## src/rtl/pipe_hazard_ctrl.sv

```systemverilog
// -----------------------------------------------------------------------------
// pipe_hazard_ctrl
//
// Pipeline control for the 5-stage core. Drives the enables and flushes of the
// PC and the IF/ID, ID/EX, EX/MEM and MEM/WB stage registers. It resolves
// load-use hazards, taken-branch squashes and data-memory wait states. A
// watchdog freezes the core and raises a sticky error when data memory does
// not acknowledge within MEM_TIMEOUT cycles.
//
// Optional feature macro: PIPE_PERF_EN adds stall/flush performance counters,
// the CNT_W parameter and the stall_cnt_o/flush_cnt_o ports.
//
// Ports:
//   clk_i, rst_i                      clock, synchronous active-high reset
//   id_rs1_i, id_rs2_i                source registers of the ID instruction
//   id_use_rs1_i, id_use_rs2_i        ID instruction reads rs1 / rs2
//   ex_rd_i, ex_memread_i             EX destination register, EX is a load
//   ex_br_taken_i                     branch/jump resolved taken in EX
//   mem_req_i, mem_ready_i            MEM access request / completion
//   pc_en_o, *_en_o                   PC and stage-register enables
//   if_id_flush_o, id_ex_flush_o,
//   mem_wb_flush_o                    stage-register flushes (bubble)
//   stall_cnt_o, flush_cnt_o          perf counters (PIPE_PERF_EN only)
//   err_o                             sticky memory-timeout error
// -----------------------------------------------------------------------------
module pipe_hazard_ctrl #(
    parameter int unsigned REG_AW      = 5,
    parameter int unsigned MEM_TIMEOUT = 255
`ifdef PIPE_PERF_EN
    ,
    parameter int unsigned CNT_W       = 32
`endif
) (
    input  logic              clk_i,
    input  logic              rst_i,
    input  logic [REG_AW-1:0] id_rs1_i,
    input  logic [REG_AW-1:0] id_rs2_i,
    input  logic              id_use_rs1_i,
    input  logic              id_use_rs2_i,
    input  logic [REG_AW-1:0] ex_rd_i,
    input  logic              ex_memread_i,
    input  logic              ex_br_taken_i,
    input  logic              mem_req_i,
    input  logic              mem_ready_i,
    output logic              pc_en_o,
    output logic              if_id_en_o,
    output logic              id_ex_en_o,
    output logic              ex_mem_en_o,
    output logic              mem_wb_en_o,
    output logic              if_id_flush_o,
    output logic              id_ex_flush_o,
    output logic              mem_wb_flush_o,
`ifdef PIPE_PERF_EN
    output logic [CNT_W-1:0]  stall_cnt_o,
    output logic [CNT_W-1:0]  flush_cnt_o,
`endif
    output logic              err_o
);

    localparam int unsigned WCNT_W  = (MEM_TIMEOUT > 0) ? $clog2(MEM_TIMEOUT + 1) : 1;
    localparam bit          WDOG_EN = (MEM_TIMEOUT != 0);
    // Counter value during the final tolerated stall cycle.
    localparam logic [WCNT_W-1:0] WCNT_LAST =
        WCNT_W'((MEM_TIMEOUT > 0) ? MEM_TIMEOUT - 1 : 0);

    typedef enum logic [1:0] {
        StRun,
        StMemWait,
        StError
    } state_e;

    state_e            state_q, state_d;
    logic [WCNT_W-1:0] wcnt_q, wcnt_d;
    logic              err_q, err_d;

    logic memstall;
    logic loaduse;

    assign memstall = mem_req_i & ~mem_ready_i;
    assign loaduse  = ex_memread_i & (ex_rd_i != '0) &
                      ((id_use_rs1_i & (id_rs1_i == ex_rd_i)) |
                       (id_use_rs2_i & (id_rs2_i == ex_rd_i)));

    always_comb begin
        state_d        = state_q;
        wcnt_d         = wcnt_q;
        err_d          = err_q;
        pc_en_o        = 1'b0;
        if_id_en_o     = 1'b0;
        id_ex_en_o     = 1'b0;
        ex_mem_en_o    = 1'b0;
        mem_wb_en_o    = 1'b0;
        if_id_flush_o  = 1'b0;
        id_ex_flush_o  = 1'b0;
        mem_wb_flush_o = 1'b0;

        if (state_q != StError) begin
            if (memstall) begin
                // Let the access in MEM retire once; WB gets a bubble so the
                // held instruction is not written back twice.
                mem_wb_en_o    = 1'b1;
                mem_wb_flush_o = 1'b1;
            end else if (ex_br_taken_i) begin
                // Squash wins over load-use: the dependent ID instruction dies.
                pc_en_o       = 1'b1;
                if_id_en_o    = 1'b1;
                id_ex_en_o    = 1'b1;
                ex_mem_en_o   = 1'b1;
                mem_wb_en_o   = 1'b1;
                if_id_flush_o = 1'b1;
                id_ex_flush_o = 1'b1;
            end else if (loaduse) begin
                id_ex_en_o    = 1'b1;
                id_ex_flush_o = 1'b1;
                ex_mem_en_o   = 1'b1;
                mem_wb_en_o   = 1'b1;
            end else begin
                pc_en_o     = 1'b1;
                if_id_en_o  = 1'b1;
                id_ex_en_o  = 1'b1;
                ex_mem_en_o = 1'b1;
                mem_wb_en_o = 1'b1;
            end

            // wcnt is 0 in StRun, so MEM_TIMEOUT=1 goes straight to StError.
            if (memstall) begin
                if (WDOG_EN && (wcnt_q == WCNT_LAST)) begin
                    state_d = StError;
                    err_d   = 1'b1;
                end else begin
                    state_d = StMemWait;
                    wcnt_d  = wcnt_q + 1'b1;
                end
            end else begin
                state_d = StRun;
                wcnt_d  = '0;
            end
        end

        // Reset holds the whole pipeline still.
        if (rst_i) begin
            pc_en_o        = 1'b0;
            if_id_en_o     = 1'b0;
            id_ex_en_o     = 1'b0;
            ex_mem_en_o    = 1'b0;
            mem_wb_en_o    = 1'b0;
            if_id_flush_o  = 1'b0;
            id_ex_flush_o  = 1'b0;
            mem_wb_flush_o = 1'b0;
        end
    end

    always_ff @(posedge clk_i) begin
        if (rst_i) begin
            state_q <= StRun;
            wcnt_q  <= '0;
            err_q   <= 1'b0;
        end else begin
            state_q <= state_d;
            wcnt_q  <= wcnt_d;
            err_q   <= err_d;
        end
    end

    assign err_o = err_q;

`ifdef PIPE_PERF_EN
    logic [CNT_W-1:0] stall_cnt_q, stall_cnt_d;
    logic [CNT_W-1:0] flush_cnt_q, flush_cnt_d;

    // Saturating counters; ERROR cycles are not counted as stalls.
    always_comb begin
        stall_cnt_d = stall_cnt_q;
        flush_cnt_d = flush_cnt_q;
        if ((state_q != StError) && !pc_en_o && (stall_cnt_q != '1)) begin
            stall_cnt_d = stall_cnt_q + 1'b1;
        end
        if (if_id_flush_o && (flush_cnt_q != '1)) begin
            flush_cnt_d = flush_cnt_q + 1'b1;
        end
    end

    always_ff @(posedge clk_i) begin
        if (rst_i) begin
            stall_cnt_q <= '0;
            flush_cnt_q <= '0;
        end else begin
            stall_cnt_q <= stall_cnt_d;
            flush_cnt_q <= flush_cnt_d;
        end
    end

    assign stall_cnt_o = stall_cnt_q;
    assign flush_cnt_o = flush_cnt_q;
`endif

endmodule

```

## config.mk

```make
export PLATFORM = sky130hd
export DESIGN_NAME = pipe_hazard_ctrl
export DESIGN_NICKNAME = d
export VERILOG_FILES = /design/src/rtl/pipe_hazard_ctrl.sv
export SDC_FILE = /design/constraint.sdc
export NUM_CORES = 1
export LEC_CHECK = 0
export ABC_AREA = 1
export CORE_AREA = 2 2 47 49
export DETAILED_ROUTE_END_ITERATION = 16
export DIE_AREA = 0 0 49 51
export GPL_TIMING_DRIVEN = 1
export PLACE_DENSITY = 0.9
export SLEW_MARGIN = 15
export SYNTH_ARGS = -nofsm -noshare
export SYNTH_HDL_FRONTEND = slang
export SYNTH_SLANG_ARGS = --single-unit
export TNS_END_PERCENT = 5
```

## constraint.sdc

```tcl
create_clock -name clk_i -period 2.6 [get_ports clk_i]
set_clock_uncertainty 0.05 [all_clocks]
set_input_delay 0.26 -clock clk_i [delete_from_list [all_inputs] [get_ports clk_i]]
set_output_delay 0.26 -clock clk_i [all_outputs]
set_load 0.005 [all_outputs]
```

==> run summary <==
GP Congestion - 0.844
clock buffer depth - 2
# DRC - 0
CTS tree - done
Synth Instances - 148
initial antenna violation count - 0
Worst Hold End - err_o
count of final setup violators - 0
post-route ant nets - 0
hold depth - 2
number of diodes - 0
Vias - 978
Hold Crit Class - register to register
later-pin clock latency in the skew report - 0.27 ns
PortBufs - 31
distinct cell type count after synthesis - 23
Ys Warns - 0
area grow syn2layout - 40.5%
FF+latch count, synth - 11
Net Sw Frac - 0.259
Worst Setup End Kind - primary output
P_int - 287 uW
Initial DRT Pass Iterations - 4
Critical Path AT - 1.89 ns
Initial Util - 0.435
Site Rows - 17
flop-to-flop setup slack - 1.14 ns
DP HPWL - 1750 um
Hold Vio Cnt, Final - 0
sequential power share - 0.441
status - finished, final reports clean
CTS Buf Count - 3
Power Density - 307 nW/um2
die height - 51 um
layout cells sized above 1 - 0.110
fin nets - 208
Crit Reg-Reg Startpoint - wcnt_q[0]
Avg Cell Area, Syn - 6.07 um2
core area - 2060 um2
Die Width - 49 um
I/O Pins - 32
clk root buf - clkbuf_4
fin. max-slew vios - 0
Fin Setup TNS - 0 ns
Worst R2R Path Depth - 9
crit-path max FO - 5
post-CTS sizing - 0
sequential-to-total area share from yosys stat - 0.245
Iter 0 DRT Violations - 20
HP Start - err_o
Setup Fix Bufs, Post-CTS - 0
global-route wire length before repair - 3550 um
Max VDD drop - 0.220 mV
CTS Sinks - 11
Logic pwr share - 0.255
critical path type - register to primary output
Net Sw Power - 100 uW
total track usage - 0.185
Max-slew headroom - 0.815
die area - 2500 um2
slew at the pin with the worst max-slew slack - 0.276 ns
Post-Route WL - 2020 um
RSZ-0062 raised after global routing - false
Post-DP Area - 1240 um2
Final Cycle Share - 0.844
CTS hold repair buffers - 0
Leakage Power - 0.618 nW
H-tree Lvls - 1
Crit path required time - 2.29 ns
clock power share - 0.303
number of max-cap violations - 0
wire per inst - 9.63 um
Reg clk slew, reported paths - 0.07 ns
vias in the first global route - 949
Total Power - 387 uW
commonest non-fill, non-tap cells in the layout - 49 x nand2_1, 31 x clkdlybuf4s50_1, 24 x inv_1, 18 x nor2_1
Crit Reg-Reg Endpoint - wcnt_q[2]
syn nets - 173
Startpoint Class - register
Design Area, Final - 1260 um2
pin count of the biggest net entering global routing - 9
commonest non-fill, non-tap cell in the layout - nand2_1
Max Fclk - 456 MHz
grt total ovfl - 0
vias per cell - 4.66
Post-Syn Area - 898 um2
Period minus WS final - 2.20 ns
registers in the layout (all words and copies together) (netlist names):
signal	count
wcnt_q	8
state_q	2
err_o	1
synth_stat cells (all sizes together):
cell	n	area (um2)
a21boi	2	15.0
inv	28	110
ha	2	25.0
nand3	12	72.6
o21bai	1	7.51
a21oi	4	20.0
nor3b	1	7.51
o21ai	3	15.0
xor2	1	8.76
buf	2	15.0
nand4	3	18.8
nor2	25	140
dfxtp	11	220
nand2	53	223
worst max-delay path, stage by stage, from the launching register on:
cell	delay [ns]
dfxtp_1	0.31
inv_1	0.04
nand2_2	0.16
nand2_2	0.11
nor2_1	0.25
nand2_1	0.14
nand2_1	0.11
clkdlybuf4s50_1	0.50
worst max-delay path by stage:
| stage | endpoint | cells after the start | slack, ns | from |
|---|---|---|---|---|
| detailed placement | pc_en_o | 7 | 0.42 | rst_i |
| global placement | if_id_en_o | 9 | 0.45 | ex_rd_i[1] |
| CTS | pc_en_o | 7 | 0.39 | state_q[0] |
| finish | pc_en_o | 7 | 0.40 | state_q[0] |
| global route | pc_en_o | 7 | 0.28 | state_q[0] |
| floorplan | pc_en_o | 7 | 1.16 | state_q[0] |
layer usage:
metal	part of all wire	routed length, um	up-vias	global-route usage
li1	-	-	523	-
met1	0.38	768	417	0.174
met2	0.54	1090	28	0.358
met3	0.044	89	10	0.0556
met4	0.037	75	0	0.105
met5	0	0	-	0
cells by family after synthesis:
group	share of synthesized area
AO/OA/AOI/OAI	0.0641
AND/OR/NAND/NOR	0.514
buffers and inverters	0.139
flip-flops	0.245
XOR/XNOR	0.00975
adder cells (fa/ha/maj)	0.0279
per-stage QoR:
step,setup WS (ns),instances,utilization,hold slack [ns]
6_report,0.405,210,0.612,0.441
5_1_grt,0.275,210,0.612,0.472
4_1_cts,0.390,210,0.612,0.446
3_5_place_dp,0.421,206,0.599,0.428
3_3_place_gp,0.453,206,0.599,0.396
2_1_floorplan,1.16,148,-,0.277
final cells by class:
class | instances | area (um2)
Tap cell | 28 | 35.0
Multi-Input combinational cell | 107 | 553
Sequential cell | 11 | 220
Inverter | 28 | 110
Timing Repair Buffer | 32 | 318
Clock buffer | 4 | 26.3
Fill cell | 184 | 801
power by group through the flow:
stage	registers (mW)	logic (mW)	clock network [mW]
floorplan	0.175	0.0399	0
global placement	0.175	0.0969	0
detailed placement	0.175	0.0991	0
CTS	0.171	0.0995	0.121
global route	0.171	0.109	0.130
finish	0.171	0.0989	0.118
Note: power is estimated with default switching activity, not from simulation.
